`src/rtl/ifetch_pkg.sv`:
```
// rtl/ifetch_pkg.sv - shared types and constants for the instruction fetch unit
// Contents:
//   fetch_entry_t   : one prefetch buffer entry {pc, instr}
//   IFETCH_RESET_PC : default first fetch address after reset
package ifetch_pkg;

    localparam logic [31:0] IFETCH_RESET_PC = 32'h0000_0000;

    typedef struct packed {
        logic [31:0] pc;
        logic [31:0] instr;
    } fetch_entry_t;

endpackage

```
`src/rtl/fetch_fifo.sv`:
```
// rtl/fetch_fifo.sv - DEPTH-entry prefetch buffer with synchronous flush
// Ports:
//   clk, rst_n    : clock, asynchronous active-low reset
//   flush_i       : drop all entries this cycle (wins over push/pop)
//   push_i        : write push_data_i at tail (accepted when not full or popping)
//   push_data_i   : entry to write
//   pop_i         : remove head entry (ignored when empty)
//   head_o        : entry at head (undefined while empty)
//   empty_o/full_o: occupancy flags
module fetch_fifo
    import ifetch_pkg::*;
#(
    parameter int DEPTH = 2
) (
    input  logic         clk,
    input  logic         rst_n,
    input  logic         flush_i,
    input  logic         push_i,
    input  fetch_entry_t push_data_i,
    input  logic         pop_i,
    output fetch_entry_t head_o,
    output logic         empty_o,
    output logic         full_o
);

    localparam int PW = (DEPTH > 1) ? $clog2(DEPTH) : 1;
    localparam int CW = $clog2(DEPTH + 1);

    fetch_entry_t    mem_q [DEPTH];
    logic [PW-1:0]   wr_ptr_q, wr_ptr_d;
    logic [PW-1:0]   rd_ptr_q, rd_ptr_d;
    logic [CW-1:0]   count_q, count_d;
    logic            do_push, do_pop;

    function automatic logic [PW-1:0] next_ptr(input logic [PW-1:0] p);
        return (p == PW'(DEPTH - 1)) ? '0 : p + PW'(1);
    endfunction

    assign empty_o = (count_q == '0);
    assign full_o  = (count_q == CW'(DEPTH));
    assign head_o  = mem_q[rd_ptr_q];

    // Push into a full buffer is legal only when the head leaves the same cycle.
    assign do_push = push_i && (!full_o || pop_i);
    assign do_pop  = pop_i && !empty_o;

    always_comb begin
        wr_ptr_d = wr_ptr_q;
        rd_ptr_d = rd_ptr_q;
        count_d  = count_q;
        if (flush_i) begin
            wr_ptr_d = '0;
            rd_ptr_d = '0;
            count_d  = '0;
        end else begin
            if (do_push) wr_ptr_d = next_ptr(wr_ptr_q);
            if (do_pop)  rd_ptr_d = next_ptr(rd_ptr_q);
            case ({do_push, do_pop})
                2'b10:   count_d = count_q + CW'(1);
                2'b01:   count_d = count_q - CW'(1);
                default: count_d = count_q;
            endcase
        end
    end

    always_ff @(posedge clk or negedge rst_n) begin
        if (!rst_n) begin
            wr_ptr_q <= '0;
            rd_ptr_q <= '0;
            count_q  <= '0;
        end else begin
            wr_ptr_q <= wr_ptr_d;
            rd_ptr_q <= rd_ptr_d;
            count_q  <= count_d;
        end
    end

    // Storage needs no reset: occupancy is tracked by count_q alone.
    always_ff @(posedge clk) begin
        if (do_push && !flush_i) mem_q[wr_ptr_q] <= push_data_i;
    end

endmodule

```
`src/rtl/instr_fetch.sv`:
```
// rtl/instr_fetch.sv - instruction fetch unit with prefetch buffer and redirect
// Optional feature macro: IFETCH_HALT_ON_ZERO_EN (zero word stops fetch, sets halted)
// Ports:
//   clk, rst_n                  : clock, asynchronous active-low reset
//   imem_pc / imem_data         : word address out, combinational read data in
//   redirect_valid, redirect_pc : flush and restart fetch at redirect_pc
//   instr_valid/ready/data/pc   : instruction handshake towards decode
//   halted                      : fetch stopped on a terminator word
module instr_fetch
    import ifetch_pkg::*;
#(
    parameter logic [31:0] RESET_PC = IFETCH_RESET_PC,
    parameter int          DEPTH    = 2
) (
    input  logic        clk,
    input  logic        rst_n,
    output logic [31:0] imem_pc,
    input  logic [31:0] imem_data,
    input  logic        redirect_valid,
    input  logic [31:0] redirect_pc,
    output logic        instr_valid,
    input  logic        instr_ready,
    output logic [31:0] instr_data,
    output logic [31:0] instr_pc,
    output logic        halted
);

    logic [31:0]  fetch_pc_q, fetch_pc_d;
    logic         run_q;
    logic         halted_int;
    logic         term;
    logic         fifo_empty, fifo_full;
    fetch_entry_t fifo_head, fetch_entry;
    logic         bypass, avail, pop, space, fetch_ok, push;
    logic         unused_redirect_lsb;

    assign unused_redirect_lsb = ^redirect_pc[1:0];

`ifdef IFETCH_HALT_ON_ZERO_EN
    logic halted_q, halted_d;

    assign term       = (imem_data == 32'h0);
    assign halted_int = halted_q;

    // Terminator only counts when the word would actually have been fetched.
    always_comb begin
        halted_d = halted_q;
        if (redirect_valid)
            halted_d = 1'b0;
        else if (run_q && !halted_q && space && term)
            halted_d = 1'b1;
    end

    always_ff @(posedge clk or negedge rst_n) begin
        if (!rst_n) halted_q <= 1'b0;
        else        halted_q <= halted_d;
    end
`else
    assign term       = 1'b0;
    assign halted_int = 1'b0;
`endif

    assign halted      = halted_int;
    assign imem_pc     = fetch_pc_q;
    assign fetch_entry = '{pc: fetch_pc_q, instr: imem_data};

    // run_q holds off fetching for the first cycle after reset release, so the
    // first instruction appears one cycle later, matching redirect latency.
    always_ff @(posedge clk or negedge rst_n) begin
        if (!rst_n) run_q <= 1'b0;
        else        run_q <= 1'b1;
    end

    // With an empty buffer the memory word falls straight through to decode;
    // this is what makes the redirect target visible the cycle after redirect.
    assign bypass      = fifo_empty && run_q && !halted_int && !term;
    assign avail       = !fifo_empty || bypass;
    assign instr_valid = avail && !redirect_valid;
    assign instr_pc    = !avail ? 32'h0 : (fifo_empty ? fetch_pc_q : fifo_head.pc);
    assign instr_data  = !avail ? 32'h0 : (fifo_empty ? imem_data  : fifo_head.instr);

    assign pop      = instr_valid && instr_ready;
    assign space    = !redirect_valid && (!fifo_full || pop);
    assign fetch_ok = run_q && !halted_int && space && !term;
    // A bypassed word consumed the same cycle is never stored.
    assign push     = fetch_ok && !(fifo_empty && pop);

    always_comb begin
        fetch_pc_d = fetch_pc_q;
        if (redirect_valid)
            fetch_pc_d = {redirect_pc[31:2], 2'b00};
        else if (fetch_ok)
            fetch_pc_d = fetch_pc_q + 32'd4;
    end

    always_ff @(posedge clk or negedge rst_n) begin
        if (!rst_n) fetch_pc_q <= {RESET_PC[31:2], 2'b00};
        else        fetch_pc_q <= fetch_pc_d;
    end

    fetch_fifo #(
        .DEPTH (DEPTH)
    ) u_fifo (
        .clk         (clk),
        .rst_n       (rst_n),
        .flush_i     (redirect_valid),
        .push_i      (push),
        .push_data_i (fetch_entry),
        .pop_i       (pop && !fifo_empty),
        .head_o      (fifo_head),
        .empty_o     (fifo_empty),
        .full_o      (fifo_full)
    );

endmodule

```
`config.mk`:
```
export PLATFORM = sky130hd
export DESIGN_NAME = instr_fetch
export DESIGN_NICKNAME = d
export VERILOG_FILES = /design/src/rtl/ifetch_pkg.sv /design/src/rtl/fetch_fifo.sv /design/src/rtl/instr_fetch.sv
export SDC_FILE = /design/constraint.sdc
export NUM_CORES = 1
export LEC_CHECK = 0
export BUFFER_PORTS_ARGS = -buffer_cell sky130_fd_sc_hd__buf_2
export CORE_MARGIN = 2
export CORE_UTILIZATION = 25
export DETAILED_ROUTE_END_ITERATION = 16
export PLACE_DENSITY = 0.5
export SKIP_CTS_REPAIR_TIMING = 1
export SYNTH_ARGS = -nofsm -noshare
export SYNTH_HDL_FRONTEND = slang
export SYNTH_SLANG_ARGS = --single-unit
```
`constraint.sdc`:
```
create_clock -name clk -period 10.7 [get_ports clk]
set_input_delay 1.07 -clock clk [delete_from_list [all_inputs] [get_ports clk]]
set_output_delay 1.07 -clock clk [all_outputs]
set_load 0.01 [all_outputs]
```
======== Word level (Yosys, flattened, before mapping) ========
Memory sizes are Yosys's and may differ from the RTL's.
Cells that the tools add are included.
storage, ports and cells
  RAM bits ................................ 128
  memories ................................ 1
  flip-flop bits (word level) ............. 37
  input port bits ......................... 68
memories
  memory        depth  bits a word  read ports  clocked after Yosys merged registers in  write ports  RTL line          text
  u_fifo.mem_q  2      64           1           0                                        1            fetch_fifo.sv:29  fetch_entry_t mem_q [DEPTH];
cells by class
  multiplexer cells ....................... 16
  reductions and logical operators ........ 23
  equality and inequality tests ........... 3
  add/subtract/negate cells ............... 5
operators with widths
  kind                                                                 number
  32-bit 2-to-1 mux                                                    6
  32-bit by 3-bit adder with 32-bit output (second input constant)     1
  1-bit logical AND                                                    11
  1-bit 2-to-1 mux                                                     8
  2-bit nonzero test                                                   3
  2-bit == test (second input constant)                                2
  1-bit logical NOT                                                    4
  2-bit case mux with 2 select lines                                   1
  1-bit logical OR                                                     3
  3-bit nonzero test                                                   1
  1-bit adder (second input constant)                                  2
  2-bit by 1-bit adder with 2-bit output (second input constant)       1
  2-bit by 1-bit == test with 1-bit output (second input constant)     1
  2-bit logical NOT                                                    1
  2-bit 2-to-1 mux                                                     1
  2-bit by 1-bit subtractor with 2-bit output (second input constant)  1

======== Longest topological paths before layout ========
  depth after elaboration ................. 13
  mapped depth ............................ 6
  gate-level depth less buffers ........... 5

======== Hierarchy ========
Synthesis repeated with hierarchy kept, for this count alone.
unflattened totals
  cell total of the unflattened synthesis .. 636
  area, all modules ....................... 7933.9 µm²
by module, submodules not included
  module       cells each  instances  area each (µm²)  sequential area each (µm²)
  fetch_fifo   226         1          5082.4           3943.8
  instr_fetch  410         1          2851.5           775.7

======== Worst setup path before layout ========
Ideal clock, no wire load.
  kind .................................... input port to flip-flop
  start point ............................. input port redirect_valid
  end point ............................... memory u_fifo.mem_q[1][0] in the netlist's numbering, enable pin
  path buffers ............................ 3
  setup time .............................. 0.571 ns
  cell stages on the path ................. 4
  arrival time ............................ 6.174 ns
  data required time ...................... 10.129 ns
  slack ................................... 3.955 ns
  cells stage by stage .................... buf_2 clkbuf_1 clkbuf_1 nor3b_1
on the way
  cells in the longest elaborated chain, start to end .. 11
  elaborated cells on any way between the ends .. 15
  those cells by class .................... 2 x mux; 13 x reduce/logical
RTL lines
  element                                     RTL line                                                text
  start, declared                             instr_fetch.sv:19                                       input logic redirect_valid,
  1-bit logical NOT (*)                       fetch_fifo.sv:80, instr_fetch.sv:78, instr_fetch.sv:83
  1-bit logical AND                           instr_fetch.sv:78                                       assign instr_valid = avail && !redirect_valid;
  1-bit logical AND                           instr_fetch.sv:82                                       assign pop = instr_valid && instr_ready;
  1-bit logical OR                            instr_fetch.sv:83                                       assign space = !redirect_valid && (!fifo_full || pop);
  1-bit logical AND                           instr_fetch.sv:83
  1-bit logical AND                           instr_fetch.sv:84                                       assign fetch_ok = run_q && !halted_int && space && !term;
  1-bit logical AND                           instr_fetch.sv:86                                       assign push = fetch_ok && !(fifo_empty && pop);
  1-bit logical AND                           fetch_fifo.sv:44                                        assign do_push = push_i && (!full_o || pop_i);
  1-bit logical AND (*)                       fetch_fifo.sv:80                                        if (do_push && !flush_i) mem_q[wr_ptr_q] <= push_data_i;
  1-bit 2-to-1 mux (*)                        fetch_fifo.sv:80
  1-bit 2-to-1 mux (implied by the code) (*)  fetch_fifo.sv:80
  end, declared                               fetch_fifo.sv:29
Every way passes the cells marked *; elsewhere a longest branch is shown, timed or not.

======== Final worst setup path ========
  start point ............................. register u_fifo.rd_ptr_q
  end point ............................... output port instr_pc[23]
on the way
  cells in the longest elaborated chain, start to end .. 3
RTL lines
  element                          RTL line           text
  start, declared                  fetch_fifo.sv:31   logic [PW-1:0] rd_ptr_q, rd_ptr_d;
  start signal, assigned           fetch_fifo.sv:73   rd_ptr_q <= rd_ptr_d;
  memory 2 x 64 bit                -
  32-bit 2-to-1 mux (2 in series)  instr_fetch.sv:79  assign instr_pc = !avail ? 32'h0 : (fifo_empty ? fetch_pc_q : fifo_head.pc);
  end, declared                    instr_fetch.sv:24  output logic [31:0] instr_pc,
No other way between the ends.

==> reports/metrics.cfg <==
[run_status]
status=completed

[final_layout]
area_growth_pct=22.5
instances_no_fill=1172
final_util_pct=30.9
layout_common_cells=158 x buf_2, 124 x edfxtp_1, 55 x nand2_1
nets=838
layout-drive-gt1-share_pct=26.9
layout.cells.most_common=buf_2
n_antenna_cell=0

[critical_path]
worstPathRequired_ns=9.63
critPathSlowestCell=dfrtp_4
path_buf_inv=2
worst-path-stages=5
crit_type=reg2out
crit_path_end_kind=output port
worstPathArrival_ns=2.52
cpLargestDelayFamily=buffers and inverters
critical_path.startpoint=u_fifo.rd_ptr_q$_DFFE_PN0P_
slowest_delay_ns=0.76
r2r-start=run_q$_DFF_PN0_
path_cells=buf_4 > nor2b_1 > a211oi_1 > a21oi_1 > buf_2
r2r_cells=4
start_kind=flip-flop
worstPathMaxFanout=51

[sta]
finalMaxSlewViolations=0
slew_headroom_pct=34.6
tightestPinTransition_ns=0.981
fin_tns_setup_ns=0
timing.fmax_mhz=279
setup_viol=0
finalCritPeriodShare_pct=33.5
grt_setup_unrepaired=false
skew_ns=0.0148
period_needed_ns=3.59
hold_viol=0

[floorplan]
die_area_um2=31100
core_um2=29400
rows=63
die_h_um=176
dieWidth_um=176
start_util_pct=25.2
ioPinCount=166

[yosys]
async_flop_share_pct=22.0
synth.area.top_cells=edfxtp_1 50%, dfrtp_1 12%, mux2i_1 5.0%, o21ai_0 3.4%, nand3_1 3.2%
syn_inst=631
synth-main-ff-cell=edfxtp_1
synth_seq_cells=159
ys_seq_area_share_pct=62.0
yosysWarnings=0
ys_types=49
synth_area_leader_cell=edfxtp_1
synth.cell_area_um2=7420
postSynthAreaPerCell_um2=11.8
synth_edf_count=124
synth_top_area_share_pct=50.2

[power_and_ir_drop]
vdd_drop_max_mv=0.0777
power.leakage_nw=3.28
total_power_mw=1.49
p_per_area_nw_per_um2=164

[clock_tree]
root_buffer=clkbuf_16
clock_latency_ns=0.43
cts_sinks=159
cts_tree=done
cts-buffers-inserted=17
clk_pin_slew_ns=0.06
ctsHtreeMaxLevel=4
cts.path.max_buffers=2

[detailed_routing]
drc=0
vias=5527
wl_um=20700
ant_nets=0
dr.pass1.iters=5
drtIter0Drc=344
via_per_inst=4.72
wl_per_cell_um=17.7

[hold_path]
holdPathStages=0
min_from=imem_pc[31]$_DFFE_PN0N_
hp-class=reg2reg

[grt]
grt_pass1_vias=5098
grt_busiest_layer=met2
met2_usage_pct=21.0
global_route.usage.met3_pct=2.99
grt_pass1_wl_um=31100
grt_use_met1_pct=18.3
grt-ovfl-total=0
grt.total_usage_pct=13.3
grt_max_degree=68
grt_antenna_before_repair=0

[flow_run]
maxCapViolations=0

[placement]
gp_congestion=0.735
port_buffers=158
dp.final_hpwl_um=12800
dp.cells=1140

==> layer usage <==
metal,vias to the layer above,part of all wire [%]
li1,2672,-
met1,2677,47
met2,162,46
met3,16,5.6
met4,0,1.2
met5,-,0
==> path summary, 6_finish.rpt <==
| check | to | slack, ns |
|---|---|---|
| max in group asynchronous | u_fifo.rd_ptr_q$_DFFE_PN0P_ | 9.27 |
| min in group asynchronous | imem_pc[22]$_DFFE_PN0N_ | 0.76 |
| max reg2reg | u_fifo.mem_q[1][25]$_DFFE_PP_ | 7.59 |
| min | u_fifo.mem_q[1][63]$_DFFE_PP_ | 0.60 |
| min reg2reg | u_fifo.mem_q[1][63]$_DFFE_PP_ | 0.60 |
| max | instr_pc[23] | 7.11 |
==> report_power, final <==
| part | switching (mW) | internal, mW |
|---|---|---|
| combinational | 0.119 | 0.0754 |
| clock | 0.257 | 0.296 |
| sequential | 0.0390 | 0.701 |
==> worst register-to-register path, cell delays in order (launching register included) <==
cell	delay (ns)
dfrtp_2	0.55
buf_4	0.71
o21ai_0	0.42
nor3b_2	0.26
buf_4	0.78
==> cells in the mapped netlist (2+ instances only) <==
master and instances:
or3_1 6, nor2b_1 30, o31ai_1 9, a31oi_1 13, and2b_2 2, nand2_1 55, o311ai_0 11, mux2i_1 37
buf_2 3, dfrtp_1 35, a211oi_1 29, inv_1 5, edfxtp_1 124, o21ai_0 51, nand3_1 48, buf_1 3
xor2_1 5, and4_1 5, or2_2 5, or4_1 10, buf_4 7, o211ai_1 4, a21oi_1 31, xnor2_1 3
and3_1 7, nand4_1 9, clkbuf_1 36, nor2_1 22, nor3_1 5, conb_1 2
==> logic make-up (layout without fill, tap and decap cells) <==
logic type / Yosys count / after routing / synth area share, %
buffers and inverters: 57 / 204 / 3.41
AOI/OAI and AO/OA: 157 / 157 / 13.4
and+or+nand+nor: 210 / 210 / 15.0
xor gates and xnor gates: 8 / 8 / 0.945
other: 2 / 6 / 0.101
DFF: 159 / 159 / 62.0
adders and majority gates: 1 / 1 / 0.169
muxes: 37 / 37 / 4.99
==> flip-flops by register name, indices dropped and copies added (netlist names) <==
name and flops:
u_fifo.mem_q 124, u_fifo.rd_ptr_q 1, u_fifo.wr_ptr_q 1, imem_pc 30, run_q 1, u_fifo.count_q 2
==> per-stage QoR <==
step | setup WS (ns) | hold WS [ns] | cell area, um2
detailed placement | 7.50 | 0.570 | 8560
CTS | 7.04 | 0.584 | 9090
global route | 6.84 | 0.618 | 9090
finish | 7.11 | 0.595 | 9090
global placement | 7.49 | 0.559 | 8560
floorplan | 3.96 | 0.519 | 7430
==> cell type report <==
type                            count  area (um2)
Clock buffer                       18         429
Timing Repair Buffer              166         851
Sequential cell                   159        4600
Multi-Input combinational cell    419        2600
Tap cell                          390         488
Clock inverter                     14        95.1
Fill cell                        3023       20300
Inverter                            6        22.5
Note: power is estimated with default switching activity, not from simulation.
